==> src/rtl/inst_fetcher.sv <==
// inst_fetcher: fetch FSM with next-PC prediction and a decoder FIFO; optional BHT under `IFETCH_BHT_EN
module inst_fetcher #(
  parameter int QUEUE_DEPTH = 8,
  parameter int BHT_BITS = 6
) (
  input  logic        clk_in,
  input  logic        rst_in,
  input  logic        rdy_in,
  input  logic        rob_clear_up,
  input  logic [31:0] rob_new_pc,
  output logic [31:0] pc,
  output logic        start_fetch,
  input  logic        fetch_ready,
  input  logic [31:0] inst,
  input  logic [31:0] inst_addr,
  output logic        dec_valid,
  output logic [31:0] dec_inst,
  output logic [31:0] dec_pc,
  output logic        dec_pred_taken,
  output logic [31:0] dec_pred_pc,
  input  logic        dec_ready,
  input  logic        bht_upd_valid,
  input  logic [31:0] bht_upd_pc,
  input  logic        bht_upd_taken
);
  localparam int AW = $clog2(QUEUE_DEPTH);
  localparam logic [AW:0] FULL = QUEUE_DEPTH[AW:0];
  typedef enum logic {IDLE, WAIT} state_t;
  typedef struct packed {
    logic [31:0] inst;
    logic [31:0] pc;
    logic        taken;
    logic [31:0] pred_pc;
  } entry_t;
  state_t        state_q, state_d;
  logic [31:0]   pc_q, pc_d;
  entry_t        fifo_q [QUEUE_DEPTH];
  entry_t        fifo_d [QUEUE_DEPTH];
  logic [AW-1:0] wr_q, wr_d, rd_q, rd_d;
  logic [AW:0]   cnt_q, cnt_d;
  logic          accept, pop, is_jal, is_br, bht_taken, pred_taken;
  logic [31:0]   imm_j, imm_b, pred_pc;
  entry_t        head;
  assign pc = pc_q;
  assign start_fetch = state_q == WAIT;
  assign dec_valid = cnt_q != '0;
  assign pop = dec_valid && dec_ready;
  assign accept = state_q == WAIT && fetch_ready && inst_addr == pc_q && !rob_clear_up;
  assign head = fifo_q[rd_q];
  assign dec_inst = dec_valid ? head.inst : '0;
  assign dec_pc = dec_valid ? head.pc : '0;
  assign dec_pred_taken = dec_valid && head.taken;
  assign dec_pred_pc = dec_valid ? head.pred_pc : '0;
  assign is_jal = inst[6:0] == 7'b1101111;
  assign is_br = inst[6:0] == 7'b1100011;
  assign imm_j = {{11{inst[31]}}, inst[31], inst[19:12], inst[20], inst[30:21], 1'b0};
  assign imm_b = {{19{inst[31]}}, inst[31], inst[7], inst[30:25], inst[11:8], 1'b0};
  assign pred_taken = is_jal || (is_br && bht_taken);
  assign pred_pc = is_jal ? pc_q + imm_j : (is_br && bht_taken) ? pc_q + imm_b : pc_q + 32'd4;
`ifdef IFETCH_BHT_EN
  logic [1:0] bht_q [2**BHT_BITS];
  logic [1:0] bht_d [2**BHT_BITS];
  logic [1:0] upd_cnt;
  logic       unused_upd;
  assign unused_upd = ^{bht_upd_pc[31:BHT_BITS+2], bht_upd_pc[1:0]};
  assign upd_cnt = bht_q[bht_upd_pc[BHT_BITS+1:2]];
  assign bht_taken = bht_q[pc_q[BHT_BITS+1:2]][1];
  always_comb begin
    bht_d = bht_q;
    if (bht_upd_valid)
      bht_d[bht_upd_pc[BHT_BITS+1:2]] = bht_upd_taken ? (upd_cnt == 2'b11 ? upd_cnt : upd_cnt + 2'b01)
                                                      : (upd_cnt == 2'b00 ? upd_cnt : upd_cnt - 2'b01);
  end
  always_ff @(posedge clk_in) begin
    if (rst_in)
      for (int i = 0; i < 2**BHT_BITS; i++) bht_q[i] <= 2'b01;
    else if (rdy_in)
      bht_q <= bht_d;
  end
`else
  logic unused_bht;
  assign unused_bht = ^{bht_upd_valid, bht_upd_taken, bht_upd_pc, BHT_BITS[0]};
  assign bht_taken = 1'b0;
`endif
  always_comb begin
    state_d = state_q;
    pc_d = pc_q;
    wr_d = wr_q;
    rd_d = rd_q;
    cnt_d = cnt_q;
    fifo_d = fifo_q;
    if (rob_clear_up) begin
      state_d = IDLE;
      pc_d = rob_new_pc;
      wr_d = '0;
      rd_d = '0;
      cnt_d = '0;
    end else begin
      // a same-cycle pop frees the slot, so a full queue re-issues immediately
      if (state_q == IDLE && (cnt_q != FULL || pop)) state_d = WAIT;
      if (accept) begin
        fifo_d[wr_q] = '{inst: inst, pc: pc_q, taken: pred_taken, pred_pc: pred_pc};
        wr_d = wr_q + AW'(1);
        pc_d = pred_pc;
        state_d = IDLE;
      end
      rd_d = rd_q + AW'(pop);
      cnt_d = cnt_q + (AW+1)'(accept) - (AW+1)'(pop);
    end
  end
  always_ff @(posedge clk_in) begin
    if (rst_in) begin
      state_q <= IDLE;
      pc_q <= '0;
      wr_q <= '0;
      rd_q <= '0;
      cnt_q <= '0;
    end else if (rdy_in) begin
      state_q <= state_d;
      pc_q <= pc_d;
      wr_q <= wr_d;
      rd_q <= rd_d;
      cnt_q <= cnt_d;
      fifo_q <= fifo_d;
    end
  end
endmodule

==> config.mk <==
export PLATFORM = sky130hd
export DESIGN_NAME = inst_fetcher
export DESIGN_NICKNAME = d
export VERILOG_FILES = /design/src/rtl/inst_fetcher.sv
export SDC_FILE = /design/constraint.sdc
export NUM_CORES = 1
export LEC_CHECK = 0
export BUFFER_PORTS_ARGS = -buffer_cell sky130_fd_sc_hd__buf_2
export CORE_UTILIZATION = 48
export DETAILED_ROUTE_END_ITERATION = 16
export PLACE_DENSITY = 0.64
export SYNTH_ARGS = -nofsm -noshare
export SYNTH_HDL_FRONTEND = slang
export SYNTH_SLANG_ARGS = --single-unit
==> constraint.sdc <==
create_clock -name clk_in -period 15.3 [get_ports clk_in]
set_input_delay 1.53 -clock clk_in [delete_from_list [all_inputs] [get_ports clk_in]]
set_output_delay 1.53 -clock clk_in [all_outputs]
set_load 0.01 [all_outputs]
==> results.md, run 1 <==
* Register-to-register path setup slack at 10,120 ps
* Via count of the first global-routing pass at 19,617
* Critical Path Fanout Max at 47
* Total negative slack at 0 ps
* Number of nets in the layout at 2,407
* Flip-flop cell with the highest count after synthesis: sky130_fd_sc_hd__edfxtp_1
* Post-synthesis instance total at 1,963
* Path class of the lowest-slack min-delay path: register to register
* Initial Utilization at 48.8%
* Slew at the pin closest to its max-slew limit at 1340 ps
* Number of filler cells placed in the layout at 5,384
* Number of buffers inserted by post-CTS setup repair at 0
* Largest cells by area after synthesis: sky130_fd_sc_hd__edfxtp_1, sky130_fd_sc_hd__mux4_2, sky130_fd_sc_hd__mux2i_1
* Cell type with the highest occurrence count on the critical path: sky130_fd_sc_hd__buf_4
* Yosys top cell area share at 67.0%
* Required arrival time at the worst endpoint at 13,770 ps
* Critical-path top delay cell: sky130_fd_sc_hd__dfxtp_4
* Clock Pin Slew Worst Setup and Hold Paths at 60 ps
* TritonCTS clock tree: built
* Area after detailed placement at 36,800 µm²
* Peak supply drop at 0.0000849 V
* Weighted congestion at the end of routability-driven global placement at 0.913
* Clock sinks at 811
* PortBufs at 232
* CP endpoint kind: primary output
* Launch point of the worst path: rd_q[0]$_SDFFE_PP0P_
* Number of pins exceeding their max-slew limit in the final report at 0
* Post-route cell area at 39,700 µm²
* Synth cell types at 80
* Total congestion overflow after global routing at 0
* Total of warnings raised by yosys at 0
* Worst setup skew after layout at 19.7 ps
* Worst r2r dst: fifo_q[287]$_DFFE_PP_
* Count of pins on the block boundary at 267
* Count of hold-fix buffers inserted at cts at 0
* Clock insertion delay at the later pin of the skew report at 630 ps
* Synthesized area at 34,400 µm²
* Part of the Yosys area used for sequential elements at 69.5%
* Setup repair after global routing missed its margin: false
* Worst slew margin relative to its limit at 9.43%
* Largest stage delay on the critical path at 1000 ps
* Number of design-rule violations left by the first detailed-router iteration at 1,759
* Area added between synthesis and finish at 15.3%
* Detailed-route DRC error count at 0
* Static Leak at 13.4 nW
* Share of the clock period used by the worst path at 39.4%
* Power per standard cell area at 119 nW/µm²
* Utilization after layout at 56.3%
* Max-capacitance violation count at 0
* Antenna diodes at 0
* Worst hold slack across all endpoints at 531 ps
* Launch point of the worst reg-to-reg path: pc[29]$_SDFFE_PP0P_
* Final min period at 6030 ps
* Maximum number of pins on one net before global-route repair at 75
* Type of element launching the critical path: register
* Cell Chain, Critical Path: buf_4, buf_4, mux4_2, mux2i_1, nor2_1, buf_2
* Number of placed instances with taps included at 3,084
* Width of the die at 270 µm
* Non-filler instance count after layout at 3,235
* Termination of the worst setup path: dec_pred_pc[1]
* Drt first pass iters at 7
* Number of buffers inserted during clock tree synthesis at 83
* Dominant cell type by area after synthesis: sky130_fd_sc_hd__edfxtp_1
* Via/cell ratio at 5.95
* Final number of setup-violating endpoints at 0
* Remaining number of nets flagged by the antenna check after routing at 0
* Synthesized flop and latch total at 811
* Cell chosen for the clock root: sky130_fd_sc_hd__clkbuf_16
* Antenna violations before repair at 0
* Floorplan die area at 72,800 µm²
* Final Hold Vio Count at 0
* Number of cells on the worst reg-to-reg path at 10
* Final routed wire length divided by cell count at 26.6 µm
* Overall Global Routing Usage at 23.7%
* Critical path arrival at 4500 ps
* Vert. Die Dim at 270 µm
* Area inside the core boundary at 70,500 µm²
* Max Clk Rate at 0.166 GHz
* Syn_nets at 2,141
* Final wirelength at 86.1 mm
* Fraction of layout cells with a size suffix above 1 at 27.9%
* Via Count at 19,244
* FP Rows at 97
* Count of flip-flops with a built-in enable after synthesis at 768
* Detail Placement HPWL at 51.5 mm
* Startpoint-to-endpoint class of the critical path: register to primary output
* Avg Cell Area, Syn at 17.5 µm²
* H-tree level count at 3
* CTS Buffer Depth at 3
* Run status: finished clean
* Resize count post-CTS at 0
* Global-route wire length before repair at 127 mm
* Async set-or-reset flop fraction in the synthesized netlist at 0%
## cell usage after synthesis (12+ instances only)
master and instances:
sky130_fd_sc_hd__inv_1 21, sky130_fd_sc_hd__clkbuf_1 55, sky130_fd_sc_hd__xnor2_1 28, sky130_fd_sc_hd__nand4_1 12, sky130_fd_sc_hd__nor3_1 16, sky130_fd_sc_hd__xor2_1 50
sky130_fd_sc_hd__mux2i_1 111, sky130_fd_sc_hd__buf_1 33, sky130_fd_sc_hd__buf_2 14, sky130_fd_sc_hd__a21oi_1 48, sky130_fd_sc_hd__mux4_2 192, sky130_fd_sc_hd__nand3_1 29
sky130_fd_sc_hd__dfxtp_1 43, sky130_fd_sc_hd__and3_1 17, sky130_fd_sc_hd__nand2_1 87, sky130_fd_sc_hd__nor2_1 159, sky130_fd_sc_hd__and2_1 17, sky130_fd_sc_hd__o21ai_0 30
sky130_fd_sc_hd__ha_1 40, sky130_fd_sc_hd__a211oi_1 13, sky130_fd_sc_hd__a21o_1 19, sky130_fd_sc_hd__edfxtp_1 768
## worst min-delay path by stage
stage                          start               endpoint  slack (ps)  cells past startpoint
3_3_place_gp   cnt_q[1]$_SDFFE_PP0P_  cnt_q[1]$_SDFFE_PP0P_         490                      2
5_1_grt        cnt_q[1]$_SDFFE_PP0P_  cnt_q[1]$_SDFFE_PP0P_         550                      2
4_1_cts        cnt_q[1]$_SDFFE_PP0P_  cnt_q[1]$_SDFFE_PP0P_         520                      2
6_report       cnt_q[1]$_SDFFE_PP0P_  cnt_q[1]$_SDFFE_PP0P_         530                      2
2_1_floorplan  cnt_q[1]$_SDFFE_PP0P_  cnt_q[1]$_SDFFE_PP0P_         470                      2
3_5_place_dp   cnt_q[2]$_SDFFE_PP0P_  cnt_q[2]$_SDFFE_PP0P_         510                      2
## sequential cells by signal, summed over array words and instances, names as in the netlist
register,count
wr_q,3
start_fetch,1
rd_q,3
pc,32
cnt_q,4
fifo_q,768
## critical path: cells and delay by family, from the launching register on
kind | cells | cell delay, ps
buffers and inverters | 3 | 1680
multiplexers | 2 | 980
AND/OR/NAND/NOR | 1 | 150
flip-flops | 1 | 1000
## stage by stage
stage                     setup slack (ps)  total power, mW
after floorplan                       5140             2.59
after global placement                8950             2.67
after detailed placement              8880             2.67
after CTS                             9120             4.78
after global routing                  8930             4.87
final                                 9270             4.74
## layout by cell type (no fill, tap or decap), types with 7 or more instances in the layout
cell type / instances
sky130_fd_sc_hd__nand4_1: 12
sky130_fd_sc_hd__a211oi_1: 12
sky130_fd_sc_hd__bufinv_16: 14
sky130_fd_sc_hd__inv_1: 21
sky130_fd_sc_hd__and2_1: 16
sky130_fd_sc_hd__clkinv_1: 13
sky130_fd_sc_hd__edfxtp_1: 768
sky130_fd_sc_hd__o21a_1: 8
sky130_fd_sc_hd__buf_2: 232
sky130_fd_sc_hd__clkbuf_1: 13
sky130_fd_sc_hd__ha_1: 40
sky130_fd_sc_hd__clkinv_2: 13
sky130_fd_sc_hd__nor4_1: 9
sky130_fd_sc_hd__a21o_1: 19
sky130_fd_sc_hd__xor2_1: 50
sky130_fd_sc_hd__a21oi_1: 48
sky130_fd_sc_hd__nor3_1: 14
sky130_fd_sc_hd__buf_4: 58
sky130_fd_sc_hd__o21ai_0: 30
sky130_fd_sc_hd__mux4_2: 192
sky130_fd_sc_hd__and3_1: 17
sky130_fd_sc_hd__nor2_4: 7
sky130_fd_sc_hd__o211ai_1: 9
sky130_fd_sc_hd__xnor2_1: 28
sky130_fd_sc_hd__dfxtp_1: 40
sky130_fd_sc_hd__nand2_1: 87
sky130_fd_sc_hd__clkbuf_16: 86
sky130_fd_sc_hd__a311oi_1: 10
sky130_fd_sc_hd__nand2b_1: 10
sky130_fd_sc_hd__mux2i_1: 111
sky130_fd_sc_hd__nor2_1: 153
sky130_fd_sc_hd__nand3_1: 29
sky130_fd_sc_hd__a211o_1: 7
## kinds of logic (layout without fill, tap and decap cells)
| group | Yosys count | in the layout | synth area share, % |
|---|---|---|---|
| AND/OR/NAND/NOR | 396 | 396 | 5.49 |
| XOR/XNOR | 78 | 78 | 1.98 |
| AO/OA/AOI/OAI | 202 | 202 | 4.16 |
| flip-flops | 811 | 811 | 69.5 |
| adder cells (fa/ha/maj) | 42 | 42 | 1.57 |
| multiplexers | 303 | 303 | 15.8 |
| buffers and inverters | 131 | 463 | 1.57 |
## layout make-up
| type | count | area, µm² | share of cell area [%] |
|---|---|---|---|
| tap | 940 | 1180 | 2.96 |
| sequential | 811 | 23900 | 60.3 |
| inverter | 22 | 82.6 | 0.208 |
| clock inverter | 49 | 633 | 1.59 |
| multi-input combinational | 1021 | 10000 | 25.3 |
| timing repair buffer | 290 | 1600 | 4.02 |
| clock buffer | 102 | 2240 | 5.65 |
## layer usage
layer	track usage (%)	routed length (µm)	vias to the layer above
met5	0	0	-
met4	7.09	1910	0
met3	3.08	4480	111
met2	39.5	43100	623
met1	32.8	36600	10099
li1	-	-	8411
## power breakdown
part	total (mW)	leakage, nW	internal [mW]	switching [mW]
clock	2.12	1.40	1.28	0.834
sequential	2.44	7.40	2.43	0.00955
combinational	0.186	4.57	0.0590	0.127
total	4.74	13.4	3.77	0.970
(Power assumes the default switching activity.)
==> inputs of run 2 (changes only) <==
Settings changed: PLACE_DENSITY 0.64 to 0.67.
Clock period 15.3 ns to 5.35 ns, I/O delays scaled along.
==> run 2 against run 1 <==
Net effect: die area did not move; count of clock-buffer cells in the layout rose by 7; global-route usage barely moved; clock power rose to 2.6 times the previous value; final cell count rose by 0.12%; via count fell by 0.33%; core utilization fell by 0.067 points; critical path depth rose by 4; critical path type is now register to register.
==> results.md, run 2 (same netlist as run 1, synthesis figures left out) <==
* Maximum number of pins on one net before global-route repair at 78 (+4.0%)
* Width of the die at 270 µm (unchanged)
* Largest register FFs at 768 (unchanged)
* Overall Global Routing Usage at 23.7% (-0.032 points)
* Remaining number of nets flagged by the antenna check after routing at 0 (unchanged)
* Via Count at 19,181 (-0.33%)
* Final routed wire length divided by cell count at 26.5 µm (-0.38%)
* Type of element launching the critical path: register
* Clock sinks at 811 (unchanged)
* FP Rows at 97 (unchanged)
* Register name with the most flops: fifo_q
* Floorplan die area at 72,800 µm² (unchanged)
* Largest delay share family, worst path: compound AO/OA/AOI/OAI gates
* Critical path arrival at 4790 ps (+290 ps)
* Worst hold slack across all endpoints at 189 ps (-342 ps)
* Final Hold Vio Count at 0 (unchanged)
* Setup repair after global routing missed its margin: false
* PortBufs at 232 (unchanged)
* Worst slew margin relative to its limit at 3.26% (-6.2 points)
* Weighted congestion at the end of routability-driven global placement at 0.889 (-2.7%)
* Max-capacitance violation count at 0 (unchanged)
* Worst path buffer plus inverter count at 1 (-2)
* Utilization after layout at 56.3% (-0.067 points)
* Hold Path Cell Cnt at 1 (-1)
* Count of pins on the block boundary at 267 (unchanged)
* Global-route wire length before repair at 128 mm (+0.29%)
* Startpoint-to-endpoint class of the critical path: register to register
* Final number of setup-violating endpoints at 0 (unchanged)
* Hold Path Origin: inst[9]
* Static Leak at 13.3 nW (-0.72%)
* Largest stage delay on the critical path at 800 ps (-200 ps)
* Drt first pass iters at 7 (unchanged)
* Launch point of the worst path: pc[2]$_SDFFE_PP0P_
* Clock Pin Slew Worst Setup and Hold Paths at 60 ps (about the same)
* Share of the clock period used by the worst path at 80.5%
* Resize count post-CTS at 0 (unchanged)
* Final wirelength at 85.9 mm (-0.26%)
* Antenna diodes at 0 (unchanged)
* Antenna violations before repair at 3 (+3)
* Most common library cell in the layout ignoring fill and taps: sky130_fd_sc_hd__edfxtp_1
* Run status: finished clean
* Area added between synthesis and finish at 15.2%
* Path class of the lowest-slack min-delay path: input port to register
* Worst setup skew after layout at 20.1 ps (+0.389 ps)
* Number of pins exceeding their max-slew limit in the final report at 0 (unchanged)
* Total congestion overflow after global routing at 0 (unchanged)
* Detailed-route DRC error count at 0 (unchanged)
* Number of nets in the layout at 2,412 (+0.21%)
* Via count of the first global-routing pass at 19,634 (+0.087%)
* Required arrival time at the worst endpoint at 5840 ps (-7930 ps)
* Cell Chain, Critical Path: inv_1, fa_1, nor2b_1, o2111ai_1, nand3_1, nand2_1, xor2_1, o21ai_0, mux2i_1, a211oi_1
* Non-filler instance count after layout at 3,239 (+0.12%)
* Number of placed instances with taps included at 3,091 (+0.23%)
* Peak supply drop at 0.000262 V (+210%)
* Cell chosen for the clock root: sky130_fd_sc_hd__clkbuf_16
* Area inside the core boundary at 70,500 µm² (unchanged)
* Commonest cells after routing, fill and taps aside: sky130_fd_sc_hd__edfxtp_1, sky130_fd_sc_hd__buf_2, sky130_fd_sc_hd__mux4_2
* Vert. Die Dim at 270 µm (unchanged)
* Final min period at 4300 ps
* Total stage count of the critical path at 10 (+4)
* Detail Placement HPWL at 53.0 mm (+2.8%)
* CTS Buffer Depth at 3 (unchanged)
* Count of hold-fix buffers inserted at cts at 0 (unchanged)
* Total power at 13.0 mW (+170%)
* Total negative slack at 0 ps (unchanged)
* Launch point of the worst reg-to-reg path: pc[2]$_SDFFE_PP0P_
* Number of cells on the worst reg-to-reg path at 10 (unchanged)
* Initial Utilization at 48.8% (unchanged)
* H-tree level count at 3 (unchanged)
* Number of design-rule violations left by the first detailed-router iteration at 1,825 (+3.8%)
* Number of buffers inserted during clock tree synthesis at 81 (-2.4%)
* Number of buffers inserted by post-CTS setup repair at 0 (unchanged)
* CP endpoint kind: register
* Slew at the pin closest to its max-slew limit at 1440 ps (+91.6 ps)
* Max Clk Rate at 0.232 GHz
* TritonCTS clock tree: built
* Critical Path Fanout Max at 14 (-70%)
* Clock insertion delay at the later pin of the skew report at 630 ps (about the same)
* Power per standard cell area at 329 nW/µm² (+180%)
* Fraction of layout cells with a size suffix above 1 at 27.4% (-0.53 points)
* Critical-path top delay cell: sky130_fd_sc_hd__dfxtp_1
* Via/cell ratio at 5.92 (-0.45%)
## run 2: cell type report
| cell class | instances | area [µm²] |
|---|---|---|
| fillers | 5428 | 30800 |
| flip-flops and latches | 811 | 23900 |
| multi-input cells | 1021 | 10100 |
| clock buffers | 109 | 2180 |
| repair buffers | 297 | 1850 |
| well taps | 940 | 1180 |
| clock inverters | 39 | 383 |
| inverters | 22 | 82.6 |
## run 2: worst register-to-register path: cells and delay by family (launching register included)
kind | cells | cell delay (ps)
muxes | 1 | 370
and+or+nand+nor | 3 | 720
DFF | 1 | 800
AOI/OAI and AO/OA | 3 | 1450
adders and majority gates | 1 | 510
xor gates and xnor gates | 1 | 170
buffers and inverters | 1 | 150
## run 2: report_power, final
| group | switching [mW] | internal [mW] |
|---|---|---|
| Combinational | 0.352 | 0.169 |
| Clock | 2.34 | 3.17 |
| Sequential | 0.0406 | 6.96 |
| Total | 2.74 | 10.3 |
## run 2: final timing paths
path	slack, ps	end
min	190	fifo_q[559]$_DFFE_PP_
max	1050	pc[13]$_SDFFE_PP0P_
min reg2reg	530	cnt_q[1]$_SDFFE_PP0P_
max reg2reg	1050	pc[13]$_SDFFE_PP0P_
## run 2: metal layers
metal  share of wire (%)  GRT usage (%)  wire, µm
met1                  42           32.5     35800
met2                  49           39.4     42500
met3                 6.1           3.22      5200
met4                 2.8           7.58      2370
met5                   0              0         0
## run 2: metrics by stage
step / worst slack [ps] / cell area (µm²)
finish: 1050 / 39700
CTS: 1120 / 39700
global route: 956 / 39700
floorplan: -1280 / 34500
global placement: 1300 / 37100
detailed placement: 1140 / 37100
==> inputs of run 3 (changes only) <==
Settings changed: PLACE_DENSITY 0.67 to 0.64.
Clock period 5.35 ns to 4.01 ns, I/O delays scaled along.
==> run 3 against run 2 <==
Net effect: sequential power grew 34%; global-route usage rose by 0.27 points; core utilization rose by 0.63 points; via count is 0.66% higher; register-to-register slack lost 630 ps; first-iteration DRC count shrank 11%; critical path type unchanged; largest cell class unchanged; largest power group unchanged; highest routed layer unchanged.
==> results.md, run 3 (same netlist as run 1, synthesis figures left out) <==
* Count of hold-fix buffers inserted at cts at 0 (unchanged)
* Via Count at 19,307 (+0.66%)
* Weighted congestion at the end of routability-driven global placement at 0.891 (+0.24%)
* Count of pins on the block boundary at 267 (unchanged)
* Remaining number of nets flagged by the antenna check after routing at 0 (unchanged)
* Overall Global Routing Usage at 24.0% (+0.27 points)
* Largest delay share family, worst path: compound AO/OA/AOI/OAI gates
* Number of design-rule violations left by the first detailed-router iteration at 1,626 (-11%)
* TritonCTS clock tree: built
* Number of placed instances with taps included at 3,124 (+1.1%)
* Final wirelength at 86.4 mm (+0.66%)
* Commonest cells after routing, fill and taps aside: sky130_fd_sc_hd__edfxtp_1, sky130_fd_sc_hd__buf_2, sky130_fd_sc_hd__mux4_2
* Slew at the pin closest to its max-slew limit at 1170 ps (-269 ps)
* Type of element launching the critical path: register
* Least setup slack across all paths after layout at 411 ps (-634 ps)
* Area added between synthesis and finish at 16.4%
* Non-filler instance count after layout at 3,276 (+1.1%)
* Worst path buffer plus inverter count at 1 (unchanged)
* Required arrival time at the worst endpoint at 4330 ps (-1510 ps)
* CP endpoint kind: register
* Final Hold Vio Count at 0 (unchanged)
* Internal power of the cells at 13.8 mW (+34%)
* Resize count post-CTS at 0 (unchanged)
* Switching power share of the total at 20.8% (-0.22 points)
* Final number of setup-violating endpoints at 0 (unchanged)
* Cell type with the highest occurrence count on the critical path: sky130_fd_sc_hd__a21oi_1
* Power per standard cell area at 434 nW/µm² (+32%)
* Startpoint-to-endpoint class of the critical path: register to register
* Final routed wire length divided by cell count at 26.4 µm (-0.48%)
* Max Clk Rate at 0.278 GHz (+20%)
* Global-route wire length before repair at 129 mm (+1.1%)
* Worst setup skew after layout at 24.3 ps (+4.22 ps)
* Detailed-route DRC error count at 0 (unchanged)
* FP Rows at 97 (unchanged)
* Initial Utilization at 48.8% (unchanged)
* Static Leak at 13.5 nW (+1.9%)
* PortBufs at 232 (unchanged)
* Antenna violations before repair at 2 (-1)
* Critical-path top delay cell: sky130_fd_sc_hd__a21oi_1
* Area inside the core boundary at 70,500 µm² (unchanged)
* Number of filler cells placed in the layout at 5,450 (+0.41%)
* Clock insertion delay at the later pin of the skew report at 630 ps (about the same)
* Final min period at 3600 ps (-706 ps)
* Worst setup slack after placement at 244 ps (-894 ps)
* Number of pins exceeding their max-slew limit in the final report at 0 (unchanged)
* Max-capacitance violation count at 0 (unchanged)
* Clock Pin Slew Worst Setup and Hold Paths at 60 ps (about the same)
* Worst slew margin relative to its limit at 21.4% (+18 points)
* Setup repair after global routing missed its margin: false
* Peak supply drop at 0.000253 V (-3.7%)
* Clock share of power at 42.2% (about the same)
* Via/cell ratio at 5.89 (-0.48%)
* Via count of the first global-routing pass at 19,936 (+1.5%)
* Critical path arrival at 3920 ps (-870 ps)
* Share of the clock period used by the worst path at 89.8% (+9.3 points)
* Path class of the lowest-slack min-delay path: input port to register
* Maximum number of pins on one net before global-route repair at 67 (-14%)
* CTS Buffer Depth at 3 (unchanged)
* Fraction of power consumed by sequential logic at 53.7% (about the same)
* Number of buffers inserted during clock tree synthesis at 82 (+1.2%)
* Cell chosen for the clock root: sky130_fd_sc_hd__clkbuf_16
* Most common library cell in the layout ignoring fill and taps: sky130_fd_sc_hd__edfxtp_1
* Run status: finished clean
* Vert. Die Dim at 270 µm (unchanged)
* Critical Path Fanout Max at 8 (-6)
* Proportion of power drawn by combinational gates at 4.1% (about the same)
* Number of nets in the layout at 2,446 (+1.4%)
* Total congestion overflow after global routing at 0 (unchanged)
* Largest register FFs at 768 (unchanged)
* Register name with the most flops: fifo_q
* Largest stage delay on the critical path at 500 ps (-300 ps)
* Sw power at 3.62 mW (+32%)
* Drt first pass iters at 5 (-2)
* Detail Placement HPWL at 54.1 mm (+2.3%)
* Width of the die at 270 µm (unchanged)
* H-tree level count at 3 (unchanged)
* Clock sinks at 811 (unchanged)
* Cell Chain, Critical Path: inv_1, fa_1, nor2b_1, o2111ai_1, a211oi_1, o21ai_0, a21oi_1, nor2_1, xor2_1, a21oi_1
* Floorplan die area at 72,800 µm² (unchanged)
* Number of buffers inserted by post-CTS setup repair at 0 (unchanged)
* Fraction of layout cells with a size suffix above 1 at 29.7% (+2.3 points)
run 3: cell count changes in the layout (fill, tap and decap cells not counted), moves of 8 or more:
cell,delta
sky130_fd_sc_hd__buf_12,+11
sky130_fd_sc_hd__buf_4,+22
sky130_fd_sc_hd__clkbuf_1,-8
sky130_fd_sc_hd__clkinv_2,+10
sky130_fd_sc_hd__dfxtp_1,-22
sky130_fd_sc_hd__dfxtp_2,+21
run 3: worst register-to-register path: cells and delay by family (launching register included):
kind                       cells  cell delay [ps]
buffers and inverters          1              110
AOI/OAI and AO/OA              5             1830
DFF                            1              490
adders and majority gates      1              470
xor gates and xnor gates       1              150
and+or+nand+nor                2              280
run 3: area by class of cell:
class | instances | area [µm²] | area share, %
Multi-Input combinational cell | 1021 | 10100 | 25.1
Sequential cell | 811 | 24000 | 59.8
Antenna cell | 3 | 7.51 | 0.0187
Tap cell | 940 | 1180 | 2.93
Timing Repair Buffer | 330 | 2230 | 5.57
Clock inverter | 46 | 385 | 0.961
Inverter | 22 | 82.6 | 0.206
Clock buffer | 103 | 2190 | 5.47
run 3: worst paths after layout:
path                                       startpoint                     to  slack, ps  cells after the start
worst max register to register     pc[2]$_SDFFE_PP0P_  fifo_q[318]$_DFFE_PP_        410                     10
worst max-delay path               pc[2]$_SDFFE_PP0P_  fifo_q[318]$_DFFE_PP_        410                     10
worst min-delay path                          inst[8]  fifo_q[364]$_DFFE_PP_         40                      1
worst min register to register  cnt_q[1]$_SDFFE_PP0P_  cnt_q[1]$_SDFFE_PP0P_        510                      2
run 3: power by group through the flow:
stage / Clock, mW / Sequential [mW] / Combinational (mW)
after floorplan: 0 / 9.52 / 0.352
after global placement: 0 / 9.53 / 0.680
after detailed placement: 0 / 9.53 / 0.697
after CTS: 7.50 / 9.35 / 0.701
after global routing: 7.82 / 9.34 / 0.766
final: 7.35 / 9.35 / 0.708
run 3: per-layer routing:
layer | global-route usage, % | vias up | wire length (µm)
met5 | 0 | - | 0
met2 | 40.1 | 545 | 42900
met1 | 32.5 | 10130 | 36800
met3 | 2.94 | 135 | 4050
li1 | - | 8497 | -
met4 | 8.52 | 0 | 2680
run 3: metrics by stage:
| stage | util [%] | total power, mW | area (µm²) | setup TNS, ps | hold slack, ps |
|---|---|---|---|---|---|
| after floorplan | - | 9.87 | 34500 | -453990 | 471 |
| after global routing | 56.9 | 17.9 | 40100 | 0 | 46.7 |
| after global placement | 53.2 | 10.2 | 37500 | 0 | 494 |
| after CTS | 56.9 | 17.5 | 40100 | 0 | 9.11 |
| after detailed placement | 53.2 | 10.2 | 37500 | 0 | 498 |
| final | 56.9 | 17.4 | 40100 | 0 | 39.0 |
